===== config.mk =====
export PLATFORM = sky130hd
export DESIGN_NAME = apb_req_bridge
export DESIGN_NICKNAME = d
export VERILOG_FILES = /design/src/rtl/apb_req_bridge.sv
export SDC_FILE = /design/constraint.sdc
export NUM_CORES = 1
export LEC_CHECK = 0
export ABC_CLOCK_PERIOD_IN_PS = 2800
export BUFFER_PORTS_ARGS = -buffer_cell sky130_fd_sc_hd__buf_2
export CAP_MARGIN = 10
export CELL_PAD_IN_SITES_DETAIL_PLACEMENT = 1
export CELL_PAD_IN_SITES_GLOBAL_PLACEMENT = 1
export CORE_MARGIN = 3
export CORE_UTILIZATION = 30
export DETAILED_ROUTE_END_ITERATION = 10
export GPL_TIMING_DRIVEN = 0
export PLACE_DENSITY_LB_ADDON = 0.3
export SLEW_MARGIN = 10
export SYNTH_ARGS = -nofsm -noshare
export SYNTH_HDL_FRONTEND = slang
export SYNTH_SLANG_ARGS = --single-unit

===== constraint.sdc =====
create_clock -name clock -period 2.8 [get_ports clock]
set_input_delay 0.56 -clock clock [delete_from_list [all_inputs] [get_ports clock]]
set_output_delay 0.56 -clock clock [all_outputs]
set_load 0.02 [all_outputs]

===== src/rtl/apb_req_bridge.sv =====
// Request/response to APB bridge: one transfer in flight, registered APB and response outputs.
// Optional ACCESS-phase watchdog enabled by defining APB_TIMEOUT_EN.
module apb_req_bridge #(
  parameter int unsigned TIMEOUT = 1024
) (
  input  logic        clock,
  input  logic        reset_n,
  input  logic        req_valid,
  output logic        req_ready,
  input  logic [31:0] req_addr,
  input  logic        req_write,
  input  logic [31:0] req_wdata,
  input  logic [3:0]  req_wstrb,
  output logic        rsp_valid,
  input  logic        rsp_ready,
  output logic [31:0] rsp_rdata,
  output logic        rsp_err,
  output logic [31:0] paddr,
  output logic        psel,
  output logic        penable,
  output logic [2:0]  pprot,
  output logic        pwrite,
  output logic [31:0] pwdata,
  output logic [3:0]  pstrb,
  input  logic        pready,
  input  logic [31:0] prdata,
  input  logic        pslverr
);

  typedef enum logic [1:0] {IDLE, SETUP, ACCESS, RESP} state_t;

  state_t      state_q, state_d;
  logic [31:0] paddr_q, paddr_d;
  logic [31:0] pwdata_q, pwdata_d;
  logic [3:0]  pstrb_q, pstrb_d;
  logic        pwrite_q, pwrite_d;
  logic        psel_q, psel_d;
  logic        penable_q, penable_d;
  logic        rsp_valid_q, rsp_valid_d;
  logic [31:0] rsp_rdata_q, rsp_rdata_d;
  logic        rsp_err_q, rsp_err_d;
  logic        timeout_s;

`ifdef APB_TIMEOUT_EN
  localparam int unsigned CW = (TIMEOUT > 1) ? $clog2(TIMEOUT + 1) : 1;
  localparam logic [CW-1:0] LIMIT = CW'(TIMEOUT - 1);
  localparam logic [CW-1:0] ONE   = CW'(1);

  logic [CW-1:0] cnt_q, cnt_d;

  // Counts stalled ACCESS cycles; cleared in SETUP so it starts at zero on ACCESS entry
  always_comb begin
    cnt_d = cnt_q;
    if (state_q == SETUP) begin
      cnt_d = {CW{1'b0}};
    end else if (state_q == ACCESS && !pready) begin
      cnt_d = cnt_q + ONE;
    end else begin
      cnt_d = cnt_q;
    end
  end

  // Watchdog counter register
  always_ff @(posedge clock or negedge reset_n) begin
    if (!reset_n) cnt_q <= {CW{1'b0}};
    else          cnt_q <= cnt_d;
  end

  assign timeout_s = (state_q == ACCESS) && !pready && (cnt_q == LIMIT);
`else
  assign timeout_s = 1'b0;
`endif

  // Next-state and next-output logic
  always_comb begin
    state_d     = state_q;
    paddr_d     = paddr_q;
    pwdata_d    = pwdata_q;
    pstrb_d     = pstrb_q;
    pwrite_d    = pwrite_q;
    psel_d      = psel_q;
    penable_d   = penable_q;
    rsp_valid_d = rsp_valid_q;
    rsp_rdata_d = rsp_rdata_q;
    rsp_err_d   = rsp_err_q;
    case (state_q)
      IDLE: begin
        if (req_valid) begin
          state_d  = SETUP;
          paddr_d  = req_addr;
          pwrite_d = req_write;
          pwdata_d = req_write ? req_wdata : 32'h0000_0000;
          pstrb_d  = req_write ? req_wstrb : 4'b0000;
          psel_d   = 1'b1;
        end else begin
          state_d = IDLE;
        end
      end
      SETUP: begin
        state_d   = ACCESS;
        penable_d = 1'b1;
      end
      ACCESS: begin
        // pready on the limit cycle takes priority over the watchdog
        if (pready || timeout_s) begin
          state_d     = RESP;
          psel_d      = 1'b0;
          penable_d   = 1'b0;
          rsp_valid_d = 1'b1;
          rsp_rdata_d = (pready && !pwrite_q) ? prdata : 32'h0000_0000;
          rsp_err_d   = pready ? pslverr : 1'b1;
        end else begin
          state_d = ACCESS;
        end
      end
      RESP: begin
        if (rsp_ready) begin
          state_d     = IDLE;
          rsp_valid_d = 1'b0;
        end else begin
          state_d = RESP;
        end
      end
      default: begin
        state_d     = IDLE;
        psel_d      = 1'b0;
        penable_d   = 1'b0;
        rsp_valid_d = 1'b0;
      end
    endcase
  end

  // State and output registers
  always_ff @(posedge clock or negedge reset_n) begin
    if (!reset_n) begin
      state_q     <= IDLE;
      paddr_q     <= 32'h0000_0000;
      pwdata_q    <= 32'h0000_0000;
      pstrb_q     <= 4'b0000;
      pwrite_q    <= 1'b0;
      psel_q      <= 1'b0;
      penable_q   <= 1'b0;
      rsp_valid_q <= 1'b0;
      rsp_rdata_q <= 32'h0000_0000;
      rsp_err_q   <= 1'b0;
    end else begin
      state_q     <= state_d;
      paddr_q     <= paddr_d;
      pwdata_q    <= pwdata_d;
      pstrb_q     <= pstrb_d;
      pwrite_q    <= pwrite_d;
      psel_q      <= psel_d;
      penable_q   <= penable_d;
      rsp_valid_q <= rsp_valid_d;
      rsp_rdata_q <= rsp_rdata_d;
      rsp_err_q   <= rsp_err_d;
    end
  end

  assign req_ready = (state_q == IDLE);
  assign rsp_valid = rsp_valid_q;
  assign rsp_rdata = rsp_rdata_q;
  assign rsp_err   = rsp_err_q;
  assign paddr     = paddr_q;
  assign psel      = psel_q;
  assign penable   = penable_q;
  assign pprot     = 3'b000;
  assign pwrite    = pwrite_q;
  assign pwdata    = pwdata_q;
  assign pstrb     = pstrb_q;

endmodule

Word-level counts from Yosys, hierarchy flattened
Index checks and enable logic that the tools add are counted.

operators by class
  mux-type cells = 14
  reduce and logical (&&, ||, !) cells = 11
  equality and inequality tests = 6

operators with widths
  kind                                                 count
  2-to-1 mux 32 bit                                    2
  case mux 2 bit (4 select lines)                      1
  2-to-1 mux 1 bit                                     6
  != test 2 bit, second input constant                 3
  case mux 1 bit (2 select lines)                      3
  AND reduction 2 bit                                  3
  AND reduction 3 bit                                  2
  nonzero test 2 bit                                   3
  equality test 2 bit, second input constant           2
  2-to-1 mux 4 bit                                     1
  equality test 2 x 1 -> 1 bit, second input constant  1
  logical NOT 2 bit                                    1
  2-to-1 mux 2 bit                                     1
  logical AND 1 bit                                    1
  logical NOT 1 bit                                    1

storage, ports and cells
  bits of input ports = 107
  output and inout bits = 109
  register bits after elaboration = 107

Logic depth before layout (Yosys ltp)
  depth in word-level cells = 3
  depth in mapped cells = 6
  depth with buffers taken out = 3

Worst setup path after synthesis
OpenSTA, ideal clock, no wires.

  path type = input-to-reg
  start = input port req_valid
  end = register paddr_q[24] (netlist: paddr[24])
  setup slack = 1095 ps
  path buffers = 3
  arrival = 1580 ps
  stages on the path = 5
  path through = or3b_1 -> buf_2 -> buf_6 -> buf_6 -> mux2_4

on the way
  cells in the longest elaborated chain, start to end = 1

ends and longest elaborated chain
  what                           RTL line  text
  start, declared                8         input logic req_valid,
  AND reduction 2 bit (no line)  -
  end signal, assigned           148       paddr_q <= paddr_d;
  end, declared                  33        logic [31:0] paddr_q, paddr_d;

No other way between the ends.
A chain may end at the register's enable or synchronous reset.

Worst setup path in the final report
  start = register state_q[1]
  end = register paddr_q[26] (netlist: paddr[26])

on the way
  cells in the longest elaborated chain, start to end = 2

ends and longest elaborated chain
  what                           RTL line  text
  start, declared                32        state_t state_q, state_d;
  start signal, assigned         147       state_q <= state_d;
  logical NOT 2 bit              86        case (state_q)
  AND reduction 2 bit (no line)  -

No other way between the ends.

==> results.md <==
- Worst min path class: input pin to async pin
- Area of the mapped netlist: 4260 um2
- First-pass GRT wire length: 21.2 mm
- FF-to-FF End: paddr[26]
- Post-CTS Setup Bufs: 0
- Die Wd: 125 um
- Root buffer cell: clkbuf_16
- GR Overflow Total: 0
- Crit path cell chain: or3b_1, buf_2, buf_6, buf_6, mux2_4
- Crit Path Max Fanout: 10
- Yosys cell types: 17
- CTS tree: yes
- Power Density: 1220 nW/um2
- Total global-route track usage: 16.7%
- Crit path launch type: flip-flop
- Reg2Reg Setup Slack: 960 ps
- Largest net degree at the start of global routing: 60
- Die outline area: 15700 um2
- Placed Instance Area: 5580 um2
- Clk sinks: 107
- Maximum clock path buffer count: 2
- Area growth syn-to-layout: 38.0%
- Core Footprint: 13600 um2
- Tightest Pin Transition: 615 ps
- Cts repair resizes: 0
- CTS hold repair buffers: 0
- Routed Wire Length: 13.0 mm
- Number of routed nets with antenna violations: 0
- Routed length per instance: 16.2 um
- Crit path required time: 3030 ps
- Avg Inst Size Synth: 10.8 um2
- Critical path's largest stage delay: 470 ps
- Critical path's top delay family: buffers and inverters
- Peak VDD IR: 0.000562 V
- Cts bufs inserted: 9
- Clock transition at path regs: 70 ps
- FMAX: 544 MHz
- Synthesized flop and latch total: 107
- Pleak: 3.08 nW
- Final Hold Fails: 0
- CP Buf/Inv Count: 3
- Max-slew violation count: 0
- Final GP Congestion: 0.816
- Critical Path AT: 2070 ps
- CP Launch Point: state_q[1]
- Design area: 5880 um2
- Starting density of the core: 31.4%
- Critical R2R Launch: state_q[1]
- Fin Hold WS: 145 ps
- MaxCap Viol Count: 0
- Slowest cell on crit path: dfrtp_1
- Port Buffers: 211
- Cells after synthesis: 394
- First DRT Iteration DRCs: 101
- Ant diodes: 0
- Die Ht: 125 um
- Most common cell on crit path: buf_6
- Share of the yosys chip area belonging to registers: 62.9%
- Clock skew: 6.36 ps
- Worst R2R Path Depth: 5
- DRC Markers: 0
- DR pass1 iterations: 4
- Vias in the first global route: 4093
- FP Rows: 42
- Final setup fails: 0
- Initial antenna violation count: 0
- Fin nets: 726
- Setup CP Type: flip-flop to flip-flop
- Vias: 3660
- Synth Warn #: 0
- Io pins: 216
- Final period util: 65.6%
- DR vias/cell: 4.58
- RSZ-0062 raised after global routing: no
- Share of cells above drive strength 1: 43.3%
- Min Clock Period, post-route: 1840 ps
- Critical path capture point: paddr[26]
- Clk_lat worst skew: 350 ps
- H-tree depth: 3
- CP Depth: 5
- CP endpoint kind: flip-flop
- Max transition margin: 59.0%
- Outcome: finished clean
- Dpl hpwl: 9.99 mm
-- synthesized netlist by cell type --
cell type / n / area (um2)
nand2_1: 108 / 405
a21oi_1: 3 / 15.0
buf_2: 3 / 15.0
o21ai_0: 71 / 355
nand3b_1: 1 / 7.51
nor2_1: 4 / 15.0
nand2b_1: 33 / 206
mux2_2: 26 / 293
inv_1: 1 / 3.75
conb_1: 1 / 3.75
buf_6: 2 / 22.5
a22o_1: 1 / 8.76
dfrtp_1: 107 / 2680
or3b_1: 1 / 8.76
buf_4: 3 / 22.5
clkbuf_1: 21 / 78.8
mux2_4: 8 / 120
-- power by group --
part	internal [mW]	total, mW	switching (mW)
Combinational	1.16	3.14	1.97
Sequential	2.30	2.72	0.423
Clock	0.718	1.29	0.573
-- flip-flops by register name (all words and copies together), names as in the netlist --
name and count:
paddr 32, penable 1, state_q 2, rsp_err 1, pwdata 32, pstrb 4
pwrite 1, rsp_valid 1, psel 1, rsp_rdata 32
-- cells by family after synthesis --
group	Yosys count	synth area share [%]
buffers and inverters	30	3.35
flip-flops	107	62.9
AO/OA/AOI/OAI	75	8.90
other	1	0.0880
AND/OR/NAND/NOR	147	15.1
multiplexers	34	9.69
-- through the flow --
stage | utilization [%] | setup slack [ps] | setup TNS [ps] | cells | power [mW]
2_1_floorplan | - | 1090 | 0 | 396 | 4.64
3_3_place_gp | 40.9 | -105 | -10180 | 783 | 5.81
3_5_place_dp | 41.1 | 788 | 0 | 784 | 5.95
4_1_cts | 43.4 | 923 | 0 | 800 | 7.28
5_1_grt | 43.4 | 828 | 0 | 800 | 7.68
6_report | 43.4 | 962 | 0 | 800 | 7.15
-- final cells by class --
class                   instances  area [um2]
repair buffers                212        1090
inverters                       1        3.75
flip-flops and latches        107        2680
multi-input cells             259        1450
fillers                      1593        7680
plain buffers                  29         139
clock inverters                 6        63.8
well taps                     176         220
clock buffers                  10         239
-- worst min-delay path by stage --
| stage | startpoint | depth (start not counted) | to |
|---|---|---|---|
| finish | reset_n | 1 | rsp_rdata[10] |
| global route | reset_n | 1 | rsp_rdata[7] |
| CTS | reset_n | 1 | rsp_rdata[7] |
| detailed placement | pwdata[4] | 2 | pwdata[4] |
| global placement | pwdata[17] | 2 | pwdata[17] |
| floorplan | reset_n | 0 | paddr[0] |
-- per-layer routing --
metal | wire length (um) | part of all wire, % | vias up | GRT usage, %
met5 | 0 | 0 | - | 0
met4 | 257 | 2.0 | 0 | 6.38
met3 | 1100 | 8.5 | 19 | 6.06
met2 | 6350 | 49 | 143 | 28.3
met1 | 5240 | 40 | 1770 | 19.4
li1 | - | - | 1728 | -
-- worst reg2reg max path, stage by stage, from the launching register on --
cell,delay (ps)
dfrtp_1,470
or3b_1,410
buf_2,200
buf_6,170
buf_6,170
mux2_4,310
-- cells in the final DEF (no fill, tap or decap) --
cell type	count
o21ai_0	71
a22o_1	1
clkbuf_1	21
clkinv_2	2
nor2_1	4
dfrtp_1	107
clkinvlp_4	2
inv_6	1
mux2_4	8
nand3b_1	1
mux2_2	26
inv_1	1
bufinv_16	1
buf_4	3
conb_1	3
buf_6	3
a21oi_1	3
clkbuf_8	1
nand2_1	108
buf_2	213
clkbuf_16	9
buf_16	1
or3b_1	1
nand2b_1	33
(Power assumes the default switching activity.)
